===== config.mk =====
export PLATFORM = sky130hd
export DESIGN_NAME = fifo_merge_arbiter
export DESIGN_NICKNAME = d
export VERILOG_FILES = /design/src/rtl/fifo_merge_arbiter_pkg.sv /design/src/rtl/fifo_merge_arbiter_rotating_prio_enc.sv /design/src/rtl/fifo_merge_arbiter.sv
export SDC_FILE = /design/constraint.sdc
export NUM_CORES = 1
export LEC_CHECK = 0
export CAP_MARGIN = 20
export CORE_AREA = 2 2 177 179
export CTS_BUF_LIST = sky130_fd_sc_hd__clkbuf_4 sky130_fd_sc_hd__clkbuf_8
export CTS_CLUSTER_DIAMETER = 120
export DETAILED_ROUTE_END_ITERATION = 10
export DIE_AREA = 0 0 179 181
export PLACE_DENSITY = 0.54
export SYNTH_ARGS = -nofsm -noshare
export SYNTH_HDL_FRONTEND = slang
export SYNTH_HIERARCHICAL = 1
export SYNTH_SLANG_ARGS = --single-unit

===== constraint.sdc =====
create_clock -name BUS_CLK -period 4.5 [get_ports BUS_CLK]
set_clock_uncertainty 0.1 [all_clocks]
set_input_delay 0.9 -clock BUS_CLK [delete_from_list [all_inputs] [get_ports BUS_CLK]]
set_output_delay 0.9 -clock BUS_CLK [all_outputs]
set_load 0.03 [all_outputs]

===== src/rtl/fifo_merge_arbiter_pkg.sv =====
// Shared types and helpers for the FIFO merge arbiter: lock-state encoding,
// priority-mode constants and the clog2 used to size pointer and burst counter.
package fifo_merge_arbiter_pkg;

  typedef enum logic {
    ST_IDLE = 1'b0,
    ST_LOCK = 1'b1
  } lock_state_t;

  localparam logic PRIO_RR    = 1'b0;
  localparam logic PRIO_FIXED = 1'b1;

  function automatic int clog2(input int value);
    int r;
    r = 0;
    for (int i = 0; i < 31; i++) begin
      r = ((32'sd1 <<< i) < value) ? i + 1 : r;
    end
    return r;
  endfunction

endpackage


===== src/rtl/fifo_merge_arbiter_rotating_prio_enc.sv =====
// Rotating priority encoder: first set request at or after base (wrapping at
// N_CH-1 -> 0), or lowest set request when fixed is high.
module rotating_prio_enc
  import fifo_merge_arbiter_pkg::*;
#(
  parameter int N_CH  = 8,
  parameter int PTR_W = 3
) (
  input  logic [N_CH-1:0]  req,
  input  logic [PTR_W-1:0] base,
  input  logic             fixed,
  output logic [N_CH-1:0]  grant,
  output logic [PTR_W-1:0] idx,
  output logic             valid
);

  logic [PTR_W-1:0] start_s;
  logic [PTR_W:0]   sum_s;
  logic [PTR_W-1:0] pos_s;

  // scan offsets from far to near so the nearest requester is written last
  always_comb begin
    start_s = fixed ? '0 : base;
    sum_s   = '0;
    pos_s   = '0;
    idx     = '0;
    valid   = 1'b0;
    for (int k = N_CH - 1; k >= 0; k--) begin
      sum_s = {1'b0, start_s} + (PTR_W+1)'(k);
      pos_s = (sum_s >= (PTR_W+1)'(N_CH)) ? PTR_W'(sum_s - (PTR_W+1)'(N_CH))
                                           : sum_s[PTR_W-1:0];
      idx   = req[pos_s] ? pos_s : idx;
      valid = valid | req[pos_s];
    end
    grant = valid ? (N_CH'(1) << idx) : '0;
  end

endmodule


===== src/rtl/fifo_merge_arbiter.sv =====
// N-channel round-robin / fixed-priority merger of FWFT FIFOs with burst lock and
// a registered output word. Optional per-channel counters: FIFO_MERGE_WORD_CNT_EN.
module fifo_merge_arbiter
  import fifo_merge_arbiter_pkg::*;
#(
  parameter int N_CH      = 8,
  parameter int DATA_W    = 32,
  parameter int MAX_BURST = 16,
  parameter int CNT_W     = 16
) (
  input  logic                   BUS_CLK,
  input  logic                   BUS_RST,
  input  logic [N_CH-1:0]        WRITE_REQ,
  input  logic [N_CH-1:0]        HOLD_REQ,
  input  logic [N_CH*DATA_W-1:0] DATA_IN,
  input  logic [N_CH-1:0]        CH_EN,
  input  logic                   PRIO_MODE,
  output logic [N_CH-1:0]        READ_GRANT,
  input  logic                   READY_OUT,
  output logic                   WRITE_OUT,
  output logic [DATA_W-1:0]      DATA_OUT,
  output logic                   LOCKED,
  input  logic                   CNT_CLR,
  output logic [N_CH*CNT_W-1:0]  WORD_CNT
);

  localparam int PTR_W = clog2(N_CH);
  localparam int BW    = clog2(MAX_BURST + 1);

  lock_state_t       lock_st_r, lock_nx_s;
  logic [PTR_W-1:0]  lock_ch_r, lock_ch_nx_s;
  logic [BW-1:0]     burst_r, burst_nx_s, burst_inc_s;
  logic [PTR_W-1:0]  rr_ptr_r, rr_nx_s;
  logic              write_out_r;
  logic [DATA_W-1:0] data_out_r;

  logic [N_CH-1:0]   eligible_s, enc_grant_s;
  logic [PTR_W-1:0]  enc_idx_s, win_idx_s;
  logic              enc_valid_s, slot_free_s, lock_win_s, grant_v_s;
  logic              start_s, start_lock_s, start_ptr_s;
  logic [DATA_W-1:0] win_data_s;

  function automatic logic [PTR_W-1:0] ptr_inc(input logic [PTR_W-1:0] p);
    return (p == PTR_W'(N_CH - 1)) ? '0 : p + PTR_W'(1);
  endfunction

  assign eligible_s  = WRITE_REQ & CH_EN;
  assign slot_free_s = ~write_out_r | READY_OUT;
  assign burst_inc_s = burst_r + BW'(1);

  rotating_prio_enc #(.N_CH(N_CH), .PTR_W(PTR_W)) u_enc (
    .req   (eligible_s),
    .base  (rr_ptr_r),
    .fixed (PRIO_MODE == PRIO_FIXED),
    .grant (enc_grant_s),
    .idx   (enc_idx_s),
    .valid (enc_valid_s)
  );

  // winner selection; the lock overrides both arbitration modes; no pops in reset
  always_comb begin
    lock_win_s = (lock_st_r == ST_LOCK) && eligible_s[lock_ch_r];
    grant_v_s  = slot_free_s && enc_valid_s && !BUS_RST;
    win_idx_s  = lock_win_s ? lock_ch_r : enc_idx_s;
    READ_GRANT = !grant_v_s ? '0 : (lock_win_s ? (N_CH'(1) << lock_ch_r) : enc_grant_s);
    win_data_s = '0;
    for (int i = 0; i < N_CH; i++) begin
      win_data_s = (win_idx_s == PTR_W'(i)) ? DATA_IN[i*DATA_W +: DATA_W] : win_data_s;
    end
  end

  // lock FSM, burst counter and rr pointer next state
  always_comb begin
    lock_nx_s    = lock_st_r;
    lock_ch_nx_s = lock_ch_r;
    burst_nx_s   = burst_r;
    rr_nx_s      = rr_ptr_r;
    start_s      = 1'b0;
    case (lock_st_r)
      ST_LOCK: begin
        if (grant_v_s && lock_win_s) begin
          if (!HOLD_REQ[lock_ch_r] || (burst_inc_s >= BW'(MAX_BURST))) begin
            lock_nx_s  = ST_IDLE;
            burst_nx_s = '0;
            rr_nx_s    = ptr_inc(lock_ch_r);
          end else begin
            burst_nx_s = burst_inc_s;
          end
        end else if (!HOLD_REQ[lock_ch_r] || !CH_EN[lock_ch_r] || grant_v_s) begin
          // a grant here went to another channel: it arbitrates as from idle
          lock_nx_s  = ST_IDLE;
          burst_nx_s = '0;
          start_s    = grant_v_s;
        end else begin
          lock_nx_s = ST_LOCK;
        end
      end
      ST_IDLE: begin
        start_s = grant_v_s;
      end
      default: begin
        lock_nx_s  = ST_IDLE;
        burst_nx_s = '0;
      end
    endcase
    start_lock_s = start_s && HOLD_REQ[win_idx_s] && (MAX_BURST > 1);
    start_ptr_s  = start_s && !start_lock_s;
    lock_nx_s    = start_lock_s ? ST_LOCK : lock_nx_s;
    lock_ch_nx_s = start_lock_s ? win_idx_s : lock_ch_nx_s;
    burst_nx_s   = start_lock_s ? BW'(1) : burst_nx_s;
    rr_nx_s      = start_ptr_s ? ptr_inc(win_idx_s) : rr_nx_s;
  end

  // arbitration state registers
  always_ff @(posedge BUS_CLK or posedge BUS_RST) begin
    if (BUS_RST) begin
      lock_st_r <= ST_IDLE;
      lock_ch_r <= '0;
      burst_r   <= '0;
      rr_ptr_r  <= '0;
    end else begin
      lock_st_r <= lock_nx_s;
      lock_ch_r <= lock_ch_nx_s;
      burst_r   <= burst_nx_s;
      rr_ptr_r  <= rr_nx_s;
    end
  end

  // one-word output stage
  always_ff @(posedge BUS_CLK or posedge BUS_RST) begin
    if (BUS_RST) begin
      write_out_r <= 1'b0;
      data_out_r  <= '0;
    end else if (grant_v_s) begin
      write_out_r <= 1'b1;
      data_out_r  <= win_data_s;
    end else if (READY_OUT) begin
      write_out_r <= 1'b0;
    end
  end

  assign WRITE_OUT = write_out_r;
  assign DATA_OUT  = data_out_r;
  assign LOCKED    = (lock_st_r == ST_LOCK);

`ifdef FIFO_MERGE_WORD_CNT_EN
  logic [N_CH*CNT_W-1:0] word_cnt_r;

  // saturating per-channel grant counters; clear beats a same-cycle grant
  always_ff @(posedge BUS_CLK or posedge BUS_RST) begin
    if (BUS_RST) begin
      word_cnt_r <= '0;
    end else if (CNT_CLR) begin
      word_cnt_r <= '0;
    end else begin
      for (int i = 0; i < N_CH; i++) begin
        if (READ_GRANT[i] && (word_cnt_r[i*CNT_W +: CNT_W] != {CNT_W{1'b1}})) begin
          word_cnt_r[i*CNT_W +: CNT_W] <= word_cnt_r[i*CNT_W +: CNT_W] + CNT_W'(1);
        end
      end
    end
  end

  assign WORD_CNT = word_cnt_r;
`else
  logic unused_cnt_clr_s;
  assign unused_cnt_clr_s = CNT_CLR;
  assign WORD_CNT         = '0;
`endif

endmodule

==> reports/summary.log, run 1 <==
[die] overall die area 0.0324 mm2
[critical_path] arrival time of data at the critical path endpoint 3740 ps
[timing] Final Hold Slack 421 ps
[critical_path] setup slack on the worst flop-to-flop path 190 ps
[worst_hold_path] Hold/Removal Path Class reg2reg
[logic_synthesis] cell types with the largest area share after synthesis sky130_fd_sc_hd__dfrtp_1 (17%), sky130_fd_sc_hd__buf_4 (14%), sky130_fd_sc_hd__nand3b_1 (7.0%)
[clocking] clock tree from TritonCTS done
[grt] number of antenna violations at the first check in global routing 1
[final_layout] area taken by flip-flops and latches 0.00113 mm2
[detailed_routing] Final ANT Viol Nets 0
[clocking] clock latency on the worst-skew pair 330 ps
[logic_synthesis] most frequently used cell type in the post-synthesis netlist sky130_fd_sc_hd__buf_4
[power_and_ir_drop] LEAKAGE 5.14 nW
[power_and_ir_drop] clock power share 2.5%
[critical_path] critical path start-end classification in2out
[grt] total global routing overflow 0
[placed_design] gp weighted congestion 0.883
[detailed_routing] routed via count divided by cell count 4.92
[critical_path] worst reg2reg path startpoint rr_ptr_r[0]$_DFFE_PP0P_
[final_layout] Area growth, synth to finish 96.7%
[final_layout] multi-input logic area 0.00609 mm2
[detailed_routing] via total after detailed routing 8272
[logic_synthesis] total standard cell area after synthesis 0.00673 mm2
[final_layout] Post-Route Utilization 43.6%
[timing] post-route clock period utilization 105%
[critical_path] largest fanout on the critical path 5
[logic_synthesis] library cell occupying the most area in the post-synthesis netlist sky130_fd_sc_hd__dfrtp_1
[detailed_routing] first-iteration detailed-routing DRC count 463
[logic_synthesis] cell types with the highest counts after synthesis sky130_fd_sc_hd__buf_4 (129), sky130_fd_sc_hd__a21oi_1 (76), sky130_fd_sc_hd__nand3b_1 (63)
[detailed_routing] detailed-route wire length 36800 um
[placed_design] post-detailed-placement half-perimeter wirelength 26100 um
[critical_path] worst reg-to-reg path cell count 20
[final_layout] number of diodes 0
[grt] Overall Global Routing Usage 19.6%
[grt] wire length of the first global-routing pass 48500 um
[power_and_ir_drop] fraction of power consumed by combinational cells 91.4%
[die] # rows 64
[timing] Final Hold Violating Endpoints 0
[logic_synthesis] top cell type's share of synthesized area 16.7%
[placed_design] DP Area 0.0114 mm2
[logic_synthesis] FF+latch count, synth 45
[logic_synthesis] cell count after synthesis 830
[final_layout] net count reported at finish 1586
[worst_hold_path] worst-case hold path end point burst_r[4]$_DFFE_PP0P_
[die] Placeable Area 0.0303 mm2
[power_and_ir_drop] Net Switching 0.00641 W
[timing] Worst Max-Slew Pin Slew 660 ps
[die] initial core utilization 22.2%
[final_layout] count of fill cells added during filler insertion 2987
[timing] worst path setup slack after routing -238 ps
[power_and_ir_drop] Worst VDD drop 690 uV
[die] Die Y-Extent 181 um
[grt] vias in the first global route 7827
[flow_run] count of maximum capacitance violations 0
[logic_synthesis] Distinct cells, synth 85
[critical_path] worst flop-to-flop path endpoint DATA_OUT[9]$_DFFE_PP0P_
[clocking] cell chosen for the clock root sky130_fd_sc_hd__clkbuf_8
[die] Ports 455
[power_and_ir_drop] power density of the placed cells 951 mW/mm2
[clocking] clock tree buffer depth 2
[clocking] post-cts hold buffer count 0
[run_status] violations in the final reports negative setup slack
[power_and_ir_drop] Flop pwr share 6.1%
[timing] unrepaired setup endpoints after global routing yes
[timing] number of max-slew violations in the final report 0
[clocking] total CTS buffers 5
[grt] maximum number of pins on one net before global-route repair 58
[timing] Max-Slew Margin vs Limit 56.0%
[detailed_routing] number of iterations in the first detailed-routing pass 5
[clocking] sink count of the clock tree 45
[final_layout] share of cells above drive strength 1 38.2%
[critical_path] category of the worst setup path launch point primary input
[placed_design] IO Port Bufs 325
[logic_synthesis] sequential share of the synthesized area 16.7%
[clocking] H-Tree Level Count 2
[detailed_routing] post-route DRC violation count 0
[critical_path] data required time at the worst endpoint 3500 ps
[clocking] clock-pin slew on the worst setup and hold paths 110 ps
[detailed_routing] average wire per cell in the routed design 21.9 um
[logic_synthesis] Synth Flop Type sky130_fd_sc_hd__dfrtp_1
[run_status] result of the run complete, but fails checks
[worst_hold_path] hold path startpoint burst_r[4]$_DFFE_PP0P_
[final_layout] Final Instance Area 0.0132 mm2
[critical_path] sort of element at the end of the critical path output pin
[power_and_ir_drop] Overall Power 0.0126 W
[timing] Final setup viols 30
[power_and_ir_drop] P_int 0.00617 W
[power_and_ir_drop] net switching fraction of the power 50.9%
[die] width of the die 179 um
[timing] max frequency 211 MHz
[timing] minimum clock period after layout 4740 ps
[logic_synthesis] number of enable-type register cells in the synthesized netlist 0
[logic_synthesis] average cell area after synthesis 8.11 um2
[placed_design] minimum setup slack after placement -860 ps
[logic_synthesis] number of warnings issued by yosys 6
[worst_hold_path] cell depth of the worst min-delay path 2
[logic_synthesis] async set or reset register ratio after synthesis 100%
-- critical path, stage by stage --
cell	delay (ps)
sky130_fd_sc_hd__dlygate4sd2_1	250
sky130_fd_sc_hd__and2_4	180
sky130_fd_sc_hd__mux2_4	280
sky130_fd_sc_hd__o32ai_2	210
sky130_fd_sc_hd__a21o_1	200
sky130_fd_sc_hd__buf_4	140
sky130_fd_sc_hd__o221ai_2	120
sky130_fd_sc_hd__a2111oi_4	460
sky130_fd_sc_hd__a221oi_4	120
sky130_fd_sc_hd__buf_6	170
sky130_fd_sc_hd__nor4_4	290
sky130_fd_sc_hd__mux2i_2	140
sky130_fd_sc_hd__nor2_2	140
sky130_fd_sc_hd__buf_6	140
-- stage by stage --
stage	setup TNS, ps	cells
6_report	-2160	1683
4_1_cts	-1340	1647
3_3_place_gp	-35770	1614
5_1_grt	-6540	1683
2_1_floorplan	-5330	957
3_5_place_dp	-34480	1614
-- final cells by class --
cell class	instances	share of cell area, %
Clock buffer	6	0.624
Clock inverter	2	0.104
Inverter	22	0.889
Multi-Input combinational cell	693	46.0
Sequential cell	45	8.51
Tap cell	396	3.74
Timing Repair Buffer	519	40.1
-- cells in the final DEF, fill, tap and decap left out, types with 11 or more instances in the layout --
cell type,n
sky130_fd_sc_hd__clkdlybuf4s50_1,302
sky130_fd_sc_hd__buf_4,143
sky130_fd_sc_hd__conb_1,128
sky130_fd_sc_hd__nand3b_1,63
sky130_fd_sc_hd__a21oi_2,55
sky130_fd_sc_hd__dfrtp_1,45
sky130_fd_sc_hd__nand2_1,35
sky130_fd_sc_hd__o211ai_1,34
sky130_fd_sc_hd__o221ai_2,32
sky130_fd_sc_hd__o22ai_1,32
sky130_fd_sc_hd__o21ai_2,30
sky130_fd_sc_hd__buf_12,24
sky130_fd_sc_hd__buf_6,19
sky130_fd_sc_hd__a221oi_2,17
sky130_fd_sc_hd__a21oi_1,17
sky130_fd_sc_hd__nor2_1,16
sky130_fd_sc_hd__clkbuf_16,12
sky130_fd_sc_hd__a221oi_1,11
sky130_fd_sc_hd__dlygate4sd2_1,11
sky130_fd_sc_hd__mux2i_4,11
-- cells by family (layout without fill, tap and decap cells) --
group / after synthesis / after routing / share of synthesized area [%]
AOI/OAI and AO/OA: 301 / 301 / 32.1
and+or+nand+nor: 198 / 198 / 17.5
DFF: 45 / 45 / 16.7
buffers and inverters: 219 / 549 / 20.5
other: 1 / 128 / 0.0557
xor gates and xnor gates: 7 / 7 / 1.02
adders and majority gates: 15 / 15 / 2.79
muxes: 44 / 44 / 9.35
-- registers in the layout, summed over array words and instances (netlist names) --
name	count
DATA_OUT	32
LOCKED	1
WRITE_OUT	1
burst_r	5
lock_ch_r	3
rr_ptr_r	3
-- layer usage --
metal | GRT usage, % | part of all wire (%) | vias up
met3 | 3.51 | 7.2 | 53
met5 | 0 | 0.035 | -
met4 | 3.61 | 2.3 | 2
met2 | 34.5 | 50 | 347
met1 | 24.8 | 41 | 4039
li1 | - | - | 3831
-- power by group through the flow --
stage	clock network, W	registers, W	logic (W)
floorplan	0	0.000937	0.00530
global placement	0	0.000740	0.00848
detailed placement	0	0.000743	0.00856
CTS	0.000332	0.000737	0.00926
global route	0.000342	0.000788	0.0122
finish	0.000319	0.000768	0.0115
-- worst max-delay path by stage --
stage / startpoint / end / depth (start not counted)
final: CH_EN[2] / READ_GRANT[3] / 14
after global routing: WRITE_REQ[5] / READ_GRANT[3] / 14
after CTS: PRIO_MODE / READ_GRANT[7] / 14
after detailed placement: PRIO_MODE / DATA_OUT[23]$_DFFE_PP0P_ / 16
after global placement: PRIO_MODE / DATA_OUT[24]$_DFFE_PP0P_ / 16
after floorplan: PRIO_MODE / DATA_OUT[0]$_DFFE_PP0P_ / 19
-- timing repair --
| item | in CTS | in global routing |
|---|---|---|
| endpoints found under the setup margin | 41 | 40 |
| resized for setup | 127 | 149 |
| gates cloned | 1 | 14 |
| endpoints found under the hold margin | 0 | 0 |
| buffers inserted | 25 | 23 |
| pin swaps | 47 | 65 |
No activity file was read; power rests on OpenSTA's default activity.
==> run 2: changes to the inputs <==
--- a/config.mk
+++ b/config.mk
@@ -5,14 +5,14 @@
 export SDC_FILE = /design/constraint.sdc
 export NUM_CORES = 1
 export LEC_CHECK = 0
-export CAP_MARGIN = 20
+export CAP_MARGIN = 30
 export CORE_AREA = 2 2 177 179
 export CTS_BUF_LIST = sky130_fd_sc_hd__clkbuf_4 sky130_fd_sc_hd__clkbuf_8
 export CTS_CLUSTER_DIAMETER = 120
 export DETAILED_ROUTE_END_ITERATION = 10
 export DIE_AREA = 0 0 179 181
+export MAX_ROUTING_LAYER = met4
 export PLACE_DENSITY = 0.54
 export SYNTH_ARGS = -nofsm -noshare
 export SYNTH_HDL_FRONTEND = slang
-export SYNTH_HIERARCHICAL = 1
 export SYNTH_SLANG_ARGS = --single-unit
==> reports/summary.log, run 2 <==
[run_status] result of the run complete, but fails checks
[run_status] violations in the final reports negative setup slack
[logic_synthesis] average cell area after synthesis 8.27 um2
[timing] worst path setup slack after routing -90.4 ps
[die] Ports 455
[final_layout] Final Instance Area 0.0119 mm2
[logic_synthesis] sequential share of the synthesized area 16.7%
[critical_path] critical path start-end classification in2out
[clocking] clock-pin slew on the worst setup and hold paths 100 ps
[placed_design] post-detailed-placement half-perimeter wirelength 26400 um
[die] Placeable Area 0.0303 mm2
[timing] unrepaired setup endpoints after global routing yes
[clocking] clock latency on the worst-skew pair 320 ps
[logic_synthesis] most frequently used cell type in the post-synthesis netlist sky130_fd_sc_hd__buf_4
[logic_synthesis] number of warnings issued by yosys 0
[final_layout] Largest register FFs 32
[placed_design] cell count after placement 1608
[critical_path] largest fanout on the critical path 4
[critical_path] Max stage delay on crit path 490 ps
[final_layout] net count reported at finish 1543
[timing] total negative setup slack -152 ps
[logic_synthesis] Distinct cells, synth 84
[timing] max frequency 218 MHz
[flow_run] count of maximum capacitance violations 0
[clocking] total CTS buffers 5
[critical_path] category of the worst setup path launch point primary input
[grt] vias in the first global route 7543
[final_layout] most frequent cells in the layout sky130_fd_sc_hd__clkdlybuf4s50_1 (300), sky130_fd_sc_hd__conb_1 (128), sky130_fd_sc_hd__buf_4 (128)
[die] Die Y-Extent 181 um
[logic_synthesis] total standard cell area after synthesis 0.00676 mm2
[critical_path] CP cell instances dlygate4sd2_1, and2_4, buf_4, a2111oi_4, a22oi_2, buf_4, a2111o_1, a21oi_2, nor2_4, or4_4, a21oi_4, buf_12
[detailed_routing] detailed-route wire length 33300 um
[timing] post-route clock period utilization 102%
[die] initial core utilization 22.3%
[critical_path] arrival time of data at the critical path endpoint 3590 ps
[clocking] H-Tree Level Count 2
[worst_hold_path] Hold/Removal Path Class reg2reg
[detailed_routing] post-route DRC violation count 0
[grt] number of antenna violations at the first check in global routing 1
[critical_path] sort of element at the end of the critical path output pin
[timing] Max-Slew Margin vs Limit 59.2%
[final_layout] Area growth, synth to finish 75.3%
[die] # rows 64
[detailed_routing] number of iterations in the first detailed-routing pass 5
[timing] Final setup viols 3
[grt] total global routing overflow 0
[final_layout] share of cells above drive strength 1 25.1%
[critical_path] most frequent cell on the critical path sky130_fd_sc_hd__buf_4
[logic_synthesis] library cell occupying the most area in the post-synthesis netlist sky130_fd_sc_hd__dfrtp_1
[final_layout] number of standard cells in the layout, taps in and fillers out 1645
[detailed_routing] routed via count divided by cell count 4.68
[timing] Final Hold Slack 406 ps
[detailed_routing] average wire per cell in the routed design 20.2 um
[die] overall die area 0.0324 mm2
[final_layout] leading cell type in the layout, fill and taps excluded sky130_fd_sc_hd__clkdlybuf4s50_1
[power_and_ir_drop] LEAKAGE 4.91 nW
[logic_synthesis] Synth Flop Type sky130_fd_sc_hd__dfrtp_1
[clocking] cell chosen for the clock root sky130_fd_sc_hd__clkbuf_8
[placed_design] DP Area 0.0110 mm2
[die] width of the die 179 um
[critical_path] highest-delay cell along the critical path sky130_fd_sc_hd__or4_4
[placed_design] IO Port Bufs 325
[logic_synthesis] FF+latch count, synth 45
[timing] minimum clock period after layout 4590 ps
[clocking] clock tree from TritonCTS done
[grt] maximum number of pins on one net before global-route repair 33
[placed_design] minimum setup slack after placement -919 ps
[logic_synthesis] cell count after synthesis 818
[grt] wire length of the first global-routing pass 46700 um
[timing] number of max-slew violations in the final report 0
[detailed_routing] Final ANT Viol Nets 0
[detailed_routing] via total after detailed routing 7694
[grt] Overall Global Routing Usage 20.0%
[critical_path] data required time at the worst endpoint 3500 ps
[timing] Worst Max-Slew Pin Slew 611 ps
[logic_synthesis] cell types with the largest area share after synthesis sky130_fd_sc_hd__dfrtp_1 (17%), sky130_fd_sc_hd__buf_4 (14%), sky130_fd_sc_hd__mux2i_1 (7.1%)
[timing] Final Hold Violating Endpoints 0
[logic_synthesis] async set or reset register ratio after synthesis 100%
[final_layout] count of fill cells added during filler insertion 3069
[clocking] sink count of the clock tree 45
[power_and_ir_drop] Worst VDD drop 380 uV
[clocking] clock tree buffer depth 2
[placed_design] gp weighted congestion 0.903
[logic_synthesis] cell types with the highest counts after synthesis sky130_fd_sc_hd__buf_4 (130), sky130_fd_sc_hd__nand2_1 (90), sky130_fd_sc_hd__nor2_1 (65)
[logic_synthesis] number of enable-type register cells in the synthesized netlist 0
[power_and_ir_drop] power density of the placed cells 787 mW/mm2
[detailed_routing] first-iteration detailed-routing DRC count 339
[logic_synthesis] top cell type's share of synthesized area 16.7%
## run 2: worst max-delay path, delay by kind of cell
kind	cells	cell delay, ps
AO/OA/AOI/OAI	5	1290
buffers and inverters	4	690
AND/OR/NAND/NOR	3	710
## run 2: area by class of cell
class,instances,area (um2),area share (%)
clock inverters,1,5.00,0.0422
diodes,1,2.50,0.0211
inverters,48,193,1.63
repair buffers,479,4740,40.0
clock buffers,7,96.3,0.813
well taps,396,495,4.18
multi-input cells,667,5200,43.8
repair inverters,1,3.75,0.0317
flip-flops and latches,45,1130,9.50
## run 2: timing repair
item / CTS / global route
endpoints found under the setup margin: 40 / 40
setup buffers: 14 / 10
gates resized for setup: 74 / 59
cloned: 3 / 1
hold buffers: 0 / 0
pin swaps: 24 / 52
## run 2: power by group
part	total, W	switching, W	internal (W)
clock	0.000311	0.000171	0.000140
combinational	0.00830	0.00430	0.00400
sequential	0.000714	0.000124	0.000590
## run 2: stage by stage
stage | util, % | total power [W]
2_1_floorplan | - | 0.00510
3_3_place_gp | 36.1 | 0.00772
3_5_place_dp | 36.1 | 0.00773
4_1_cts | 37.7 | 0.00868
5_1_grt | 39.1 | 0.00989
6_report | 39.1 | 0.00933
## run 2: logic make-up after synthesis
| group | share of synthesized area (%) |
|---|---|
| adders and majority gates | 2.04 |
| other | 0.0555 |
| muxes | 13.2 |
| xor gates and xnor gates | 0.907 |
| and+or+nand+nor | 15.4 |
| AOI/OAI and AO/OA | 30.1 |
| buffers and inverters | 21.7 |
| DFF | 16.7 |
## run 2: metal layers
layer,routed length (um),up-vias,track usage [%]
li1,-,3692,-
met1,14200,3635,25.3
met2,16500,330,33.3
met3,1810,37,2.99
met4,701,0,4.68
met5,0,-,-
## run 2: worst paths after layout
kind	startpoint	to	slack, ps	cells past startpoint
worst max-delay path	WRITE_REQ[6]	READ_GRANT[7]	-90	12
worst min register to register	DATA_OUT[29]$_DFFE_PP0P_	DATA_OUT[29]$_DFFE_PP0P_	410	2
worst max register to register	rr_ptr_r[1]$_DFFE_PP0P_	DATA_OUT[25]$_DFFE_PP0P_	200	19
min in group asynchronous	BUS_RST	DATA_OUT[8]$_DFFE_PP0P_	910	2
worst min-delay path	DATA_OUT[29]$_DFFE_PP0P_	DATA_OUT[29]$_DFFE_PP0P_	410	2
max in group asynchronous	BUS_RST	lock_ch_r[1]$_DFFE_PP0P_	2580	3
